**config.mk**
```make
export PLATFORM = sky130hd
export DESIGN_NAME = updown_counter_gen
export DESIGN_NICKNAME = d
export VERILOG_FILES = /design/src/rtl/updown_counter_gen.sv
export SDC_FILE = /design/constraint.sdc
export NUM_CORES = 1
export LEC_CHECK = 0
export ABC_AREA = 1
export CORE_MARGIN = 3
export CORE_UTILIZATION = 50
export DETAILED_ROUTE_END_ITERATION = 10
export GPL_ROUTABILITY_DRIVEN = 0
export GPL_TIMING_DRIVEN = 0
export PLACE_DENSITY = 0.77
export RECOVER_POWER = 25
export SYNTH_ARGS = -nofsm -noshare
export SYNTH_HDL_FRONTEND = slang
export SYNTH_SLANG_ARGS = --single-unit
```
**constraint.sdc**
```tcl
create_clock -name clk -period 3.3 [get_ports clk]
set_input_delay 0.66 -clock clk [delete_from_list [all_inputs] [get_ports clk]]
set_output_delay 0.66 -clock clk [all_outputs]
set_load 0.01 [all_outputs]
```
**src/rtl/updown_counter_gen.sv**
```systemverilog
// updown_counter_gen: bounded up-wrap / down-wrap / bounce counter with clamped load and a bound-error guard.
// Optional feature: `define UPDOWN_COUNTER_SATURATE_EN adds input sat (saturate instead of wrap in modes 00/01).
module updown_counter_gen #(
  parameter int WIDTH      = 8,
  parameter int STEP_WIDTH = 4
) (
  input  logic                  clk,
  input  logic                  rst,
  input  logic                  en,
  input  logic [1:0]            mode,
  input  logic                  load,
  input  logic [WIDTH-1:0]      load_val,
  input  logic [WIDTH-1:0]      lo,
  input  logic [WIDTH-1:0]      hi,
  input  logic [STEP_WIDTH-1:0] step,
`ifdef UPDOWN_COUNTER_SATURATE_EN
  input  logic                  sat,
`endif
  output logic [WIDTH-1:0]      count,
  output logic                  dir,
  output logic                  wrap,
  output logic                  cfg_err
);

  typedef enum logic [1:0] {
    MODE_DOWN   = 2'b00,
    MODE_UP     = 2'b01,
    MODE_BOUNCE = 2'b10,
    MODE_HOLD   = 2'b11
  } mode_e;

  // The bounce FSM state is the direction bit itself.
  typedef enum logic {
    DOWN = 1'b0,
    UP   = 1'b1
  } bounce_e;

  bounce_e          dir_q;
  logic [WIDTH-1:0] step_w;
  logic [WIDTH:0]   up_sum;
  logic [WIDTH:0]   lo_plus_step;
  logic [WIDTH-1:0] count_dn;
  logic [WIDTH-1:0] load_clamped;
  logic             bad_cfg;
  logic             step_zero;
  logic             sat_on;

`ifdef UPDOWN_COUNTER_SATURATE_EN
  assign sat_on = sat;
`else
  assign sat_on = 1'b0;
`endif

  assign dir = dir_q;

  // Comparisons use one extra bit so count+step and lo+step never alias back into range.
  always_comb begin
    step_w       = WIDTH'(step);
    up_sum       = {1'b0, count} + {1'b0, step_w};
    lo_plus_step = {1'b0, lo} + {1'b0, step_w};
    count_dn     = count - step_w;
    bad_cfg      = (hi < lo);
    step_zero    = (step == '0);
    if (load_val < lo) begin
      load_clamped = lo;
    end else if (load_val > hi) begin
      load_clamped = hi;
    end else begin
      load_clamped = load_val;
    end
  end

  // NOTE: all state here uses non-blocking assignments so every register samples pre-edge values.
  always_ff @(posedge clk) begin
    if (!rst) begin
      count   <= '0;
      dir_q   <= UP;
      wrap    <= 1'b0;
      cfg_err <= 1'b0;
    end else begin
      cfg_err <= bad_cfg;
      wrap    <= 1'b0;
      if (!bad_cfg) begin
        if (load) begin
          count <= load_clamped;
        end else if (en) begin
          unique case (mode_e'(mode))
            MODE_UP: begin
              dir_q <= UP;
              if (!step_zero) begin
                if (up_sum > {1'b0, hi}) begin
                  if (sat_on) begin
                    count <= hi;
                  end else begin
                    count <= lo;
                    wrap  <= 1'b1;
                  end
                end else begin
                  count <= up_sum[WIDTH-1:0];
                end
              end
            end
            MODE_DOWN: begin
              dir_q <= DOWN;
              if (!step_zero) begin
                if ({1'b0, count} < lo_plus_step) begin
                  if (sat_on) begin
                    count <= lo;
                  end else begin
                    count <= hi;
                    wrap  <= 1'b1;
                  end
                end else begin
                  count <= count_dn;
                end
              end
            end
            MODE_BOUNCE: begin
              if (!step_zero) begin
                if (dir_q == UP) begin
                  if (up_sum >= {1'b0, hi}) begin
                    count <= hi;
                    dir_q <= DOWN;
                    wrap  <= 1'b1;
                  end else begin
                    count <= up_sum[WIDTH-1:0];
                  end
                end else begin
                  if ({1'b0, count} <= lo_plus_step) begin
                    count <= lo;
                    dir_q <= UP;
                    wrap  <= 1'b1;
                  end else begin
                    count <= count_dn;
                  end
                end
              end
            end
            MODE_HOLD: begin
            end
          endcase
        end
      end
    end
  end

endmodule

```
After elaboration in Yosys (flattened, before gate mapping)

Cells that the tools add are included.

Bitwise gates (word level): 4
Mux-type cells: 26
Equality and inequality tests: 6
Add/subtract/negate cells: 3
Order comparisons: 7
Reductions and logical operators: 8

Operator list:

| cell                                          | count |
|---|---|
| 2-to-1 mux 8 bit                              | 12 |
| one-hot mux 8 bit (3 select lines)            | 1 |
| adder 8 x 4 -> 9 bit                          | 2 |
| < comparator 8 bit                            | 2 |
| 2-to-1 mux 1 bit                              | 11 |
| greater-or-equal comparator 9 x 8 -> 1 bit    | 1 |
| greater-than comparator 9 x 8 -> 1 bit        | 1 |
| <= comparator 8 x 9 -> 1 bit                  | 1 |
| < comparator 8 x 9 -> 1 bit                   | 1 |
| inequality test 3 bit, second input constant  | 3 |
| greater-than comparator 8 bit                 | 1 |
| subtractor 8 x 4 -> 8 bit                     | 1 |
| one-hot mux 1 bit (3 select lines)            | 2 |
| AND reduction 6 bit                           | 1 |
| AND reduction 5 bit                           | 1 |
| logical NOT 4 bit                             | 1 |
| NOT 1 bit                                     | 4 |
| nonzero test 4 bit                            | 1 |
| OR reduction 4 bit                            | 1 |
| nonzero test 3 bit                            | 1 |
| == test 2 x 1 -> 1 bit, second input constant | 1 |
| == test 2 bit, second input constant          | 1 |
| logical NOT 2 bit                             | 1 |
| inequality test 2 bit, second input constant  | 1 |
| nonzero test 2 bit                            | 1 |

Register bits: 11
Bits of input ports: 34
Output and inout bits: 11
Logic and storage cells: 58

Logic depth before layout (Yosys ltp)

Depth in word-level cells: 8
Mapped depth: 24
Gate-level depth less buffers: 22

Least setup slack after synthesis

Ideal clock, no wire load.

Kind: in2reg
Start: input port step[0]
End: register count[1]
Path buffers: 1
Data arrival time: 3.137 ns
Setup slack: 0.041 ns
Data required time: 3.178 ns
Library setup time: 0.122 ns
Stages: 19
Cell sequence: ha_1 -> fa_1 -> nand2_2 -> nand2_2 -> and2_1 -> nand3_1 -> xor2_1 -> ha_1 -> a21oi_1 -> nor2_1 -> nor2_4 -> nand2_4 -> buf_6 -> a21oi_1 -> nor2_1 -> nor2_1 -> nand2_1 -> nand2_1 -> a21oi_2

Cells in the longest elaborated chain, start to end: 8
Elaborated cells on any way between the ends: 23
Classes of those cells: add/sub (3); order compare (4); eq/ne (3); mux (11); reduce/logical (2)

RTL lines:

| item                                                                                              | line     | text |
|---|---|---|
| start: declaration                                                                                | 15       | `input logic [STEP_WIDTH-1:0] step,` |
| adder 8 x 4 -> 9 bit, on equally long branches                                                    | 60, 59   |  |
| <= comparator 8 x 9 -> 1 bit / greater-or-equal comparator 9 x 8 -> 1 bit (equally long branches) | 129, 121 |  |
| 2-to-1 mux 8 bit, on equally long branches                                                        | 129, 121 |  |
| 2-to-1 mux 8 bit                                                                                  | 120      | `if (dir_q == UP) begin` |
| 2-to-1 mux 8 bit                                                                                  | 119      | `if (!step_zero) begin` |
| one-hot mux 8 bit (3 select lines)                                                                | 87       | `unique case (mode_e'(mode))` |
| 2-to-1 mux 8 bit                                                                                  | 86       | `end else if (en) begin` |
| 2-to-1 mux 8 bit                                                                                  | 84       | `if (load) begin` |
| end signal: assignment                                                                            | 85       | `count <= load_clamped;` |
| end signal: assignment                                                                            | 93       | `count <= hi;` |
| end signal: assignment                                                                            | 122      | `count <= hi;` |
| end: declaration                                                                                  | 19       | `output logic [WIDTH-1:0] count,` |

Parallel ways exist; a longest one is shown, timed or not. The select of a mux whose other input is x is not followed.
A chain may end at the register's enable or synchronous reset.

Worst setup path in the final report

Start: input port step[0]
End: register count[4]

Same word-level chain as after synthesis.

==> results.yml <==
placed_design:
  dp_cells: 656
  portBuffers: 43
  detailed_place_hpwl_um: 8470
  place_area_um2: 3740
cts:
  clock_latency_ns: 0.24
  cts_root_buf: "clkbuf_8"
  clockBufferDepth: 2
  clk_pin_slew_ns: 0.05
  htreeDepth: 1
  cts_hold_buf: 0
  clock-sinks: 11
  cts_made_buffers: 3
  cts_tree: "built"
timing:
  fin_crit_sh_pct: 97.6
  period_needed_ns: 3.22
  finalSetupViolCount: 0
  final-hold-violation-count: 0
  worstMarginPinSlew_ns: 0.615
  worst_clock_skew_ns: 0.00190
  slew_viol_final: 0
  max_slew_margin_pct: 58.8
  fmax_mhz: 310
synthesis:
  synth_cell_types: 40
  synth_edf_count: 0
  syn_inst: 538
  yosys-top-cells-count: "nand2_1, inv_1, nor2_1, nand3_1, ha_1"
  synth_seq_area_share_pct: 6.85
  synth_top_area_cell: "ha_1"
  synth_most_common_cell: "nand2_1"
  synthesis.area_um2: 3220
  synth_nets: 625
  synth_top_area_share_pct: 19.5
  synth_seq_cells: 11
  yosysWarnings: 0
  synth_flop_cell: "dfxtp_1"
  synthArstFlopShare_pct: 0
  syn_avg_cell_area_um2: 5.98
  ys_top_cells_by_area: "ha_1, nand2_1, nand3_1"
pwr:
  powerDensity_nw_per_um2: 323
  ir_drop_mv: 0.340
  p_leak_nw: 2.17
grt:
  grt-ovfl-total: 0
  grt_use_total_pct: 28.3
  grt_start_max_net_pins: 11
  antenna_found_initial: 0
  grt_pass1_vias: 3523
  grt_pass1_wl_um: 16800
floorplanning:
  dieWidth_um: 86.2
  die_y_um: 86.2
  start_util_pct: 53.1
  die-area_um2: 7430
  pin_count: 45
  core_um2: 6060
  rows: 28
cells_and_area:
  final_layout_size_suffix_gt1_share_pct: 22.4
  stdcell_area_um2: 4350
  diodes: 0
  area_delta_synth_final_pct: 35.4
  final_cells: 687
  finalNetCount: 700
  fill_cells: 542
setup_path:
  crit_top_cell: "nand2_1"
  critPathKind: "in2reg"
  slowest_delay_ns: 0.35
  worstPathCellList: "buf_4 -> ha_4 -> fa_2 -> nand2_2 -> nand2_4 -> and2_4 -> nand3_2 -> xor2_2 -> ha_4 -> a21oi_2 -> nor2_2 -> nor2_4 -> buf_12 -> nand4_4 -> nor2_1 -> nor2_2 -> nand2_1 -> nand2_1 -> nand2_1 -> a21oi_2"
  cp-end-kind: "flip-flop"
  cpMaxStageDelayCell: "fa_2"
  worstReg2RegStart: "count[3]"
  critPathLaunch: "step[0]"
  cp_top_family: "simple AND/OR/NAND/NOR gates"
  required_ns: 3.42
  critPathMaxFanout: 9
  cp-start-kind: "primary input"
  cp.arrival_ns: 3.35
  critical_path_buf_inv_count: 2
detailed_routing:
  wirelength_um: 11300
  drc: 0
  dr_total_vias: 3981
  routedWlPerCell_um: 16.5
  drtIter0Drc: 399
  ant_nets: 0
  avgViaCountPerCell: 5.79
  drt_first_pass_iters: 8
min_path:
  min-delay-start: "count[2]"
  hp-class: "reg2reg"
run:
  drv_cap: 0
status:
  outcome: "completed"
cell families (layout without fill, tap and decap cells):
| kind of cell | count (synthesis) | count (layout) | synth area share, % |
|---|---|---|---|
| xor+xnor | 9 | 9 | 2.45 |
| fa+ha+maj | 53 | 53 | 21.3 |
| flops | 11 | 11 | 6.85 |
| simple gates | 303 | 304 | 44.2 |
| buf+inv | 86 | 159 | 11.1 |
| compound gates | 76 | 76 | 14.1 |
layout make-up:
class                   count  area (µm²)  area share, %
plain buffers              12        78.8           1.81
multi-input cells         442        2990           68.6
repair buffers             70         657           15.1
well taps                  75        93.8           2.16
flip-flops and latches     11         220           5.06
clock buffers               4        45.0           1.03
inverters                  73         274           6.29
worst paths after layout:
check	end	slack, ns	cells past startpoint
worst max register to register	count[4]	0.22	18
worst min-delay path	count[2]	0.71	2
worst max-delay path	count[4]	0.08	20
worst min register to register	count[2]	0.71	2
per-layer routing:
layer / share of wire [%] / up-vias / global-route usage, %
met3: 9.1 / 34 / 4.56
met4: 2.8 / 0 / 7.65
met5: 0 / - / 0
met2: 47 / 215 / 47.4
met1: 41 / 1799 / 37.6
li1: - / 1933 / -
sequential cells by signal, summed over array words and instances, names as in the netlist:
name / count
count: 8
dir: 1
wrap: 1
cfg_err: 1
cells in the final DEF (no fill, tap or decap), types with 9 or more instances in the layout:
cell type | netlist | routed
o21ai_0 | 21 | 19
nand3_1 | 55 | 46
buf_4 | 3 | 26
inv_1 | 69 | 66
ha_4 | 0 | 9
nand2_2 | 4 | 11
nand4_1 | 14 | 14
nor2_1 | 61 | 45
o211ai_1 | 9 | 9
nand2_1 | 147 | 138
a21oi_2 | 8 | 15
dfxtp_1 | 11 | 11
ha_1 | 50 | 39
nor2_2 | 1 | 14
clkdlybuf4s50_1 | 0 | 31
a21oi_1 | 33 | 26
nand3_2 | 1 | 9
worst min-delay path: stages (launching register included):
cell     delay, ns
dfxtp_1       0.39
o21ai_0       0.24
a21oi_2       0.04
per-stage QoR:
step / hold WS, ns / setup slack (ns) / power, mW / util, % / setup TNS, ns
CTS: 0.669 / 0.00595 / 1.23 / 67.0 / 0
global route: 0.720 / -0.0768 / 1.51 / 71.8 / -0.298
global placement: 0.631 / -0.894 / 0.981 / 61.7 / -8.12
floorplan: 0.599 / 0.0407 / 0.755 / - / 0
detailed placement: 0.643 / -0.951 / 1.00 / 61.7 / -8.68
finish: 0.708 / 0.0780 / 1.41 / 71.8 / 0
what timing repair did:
item / in CTS / in global routing
resized for setup: 56 / 55
gates cloned: 0 / 3
pin swaps: 19 / 39
setup buffers: 16 / 9
setup endpoints to repair: 10 / 10
where the power goes:
group	leakage [nW]	internal [mW]	switching [mW]
sequential	0.0907	0.147	0.0300
combinational	2.06	0.461	0.631
clock	0.0228	0.0850	0.0523
total	2.17	0.694	0.714
Power figures use the tool's default switching activity.
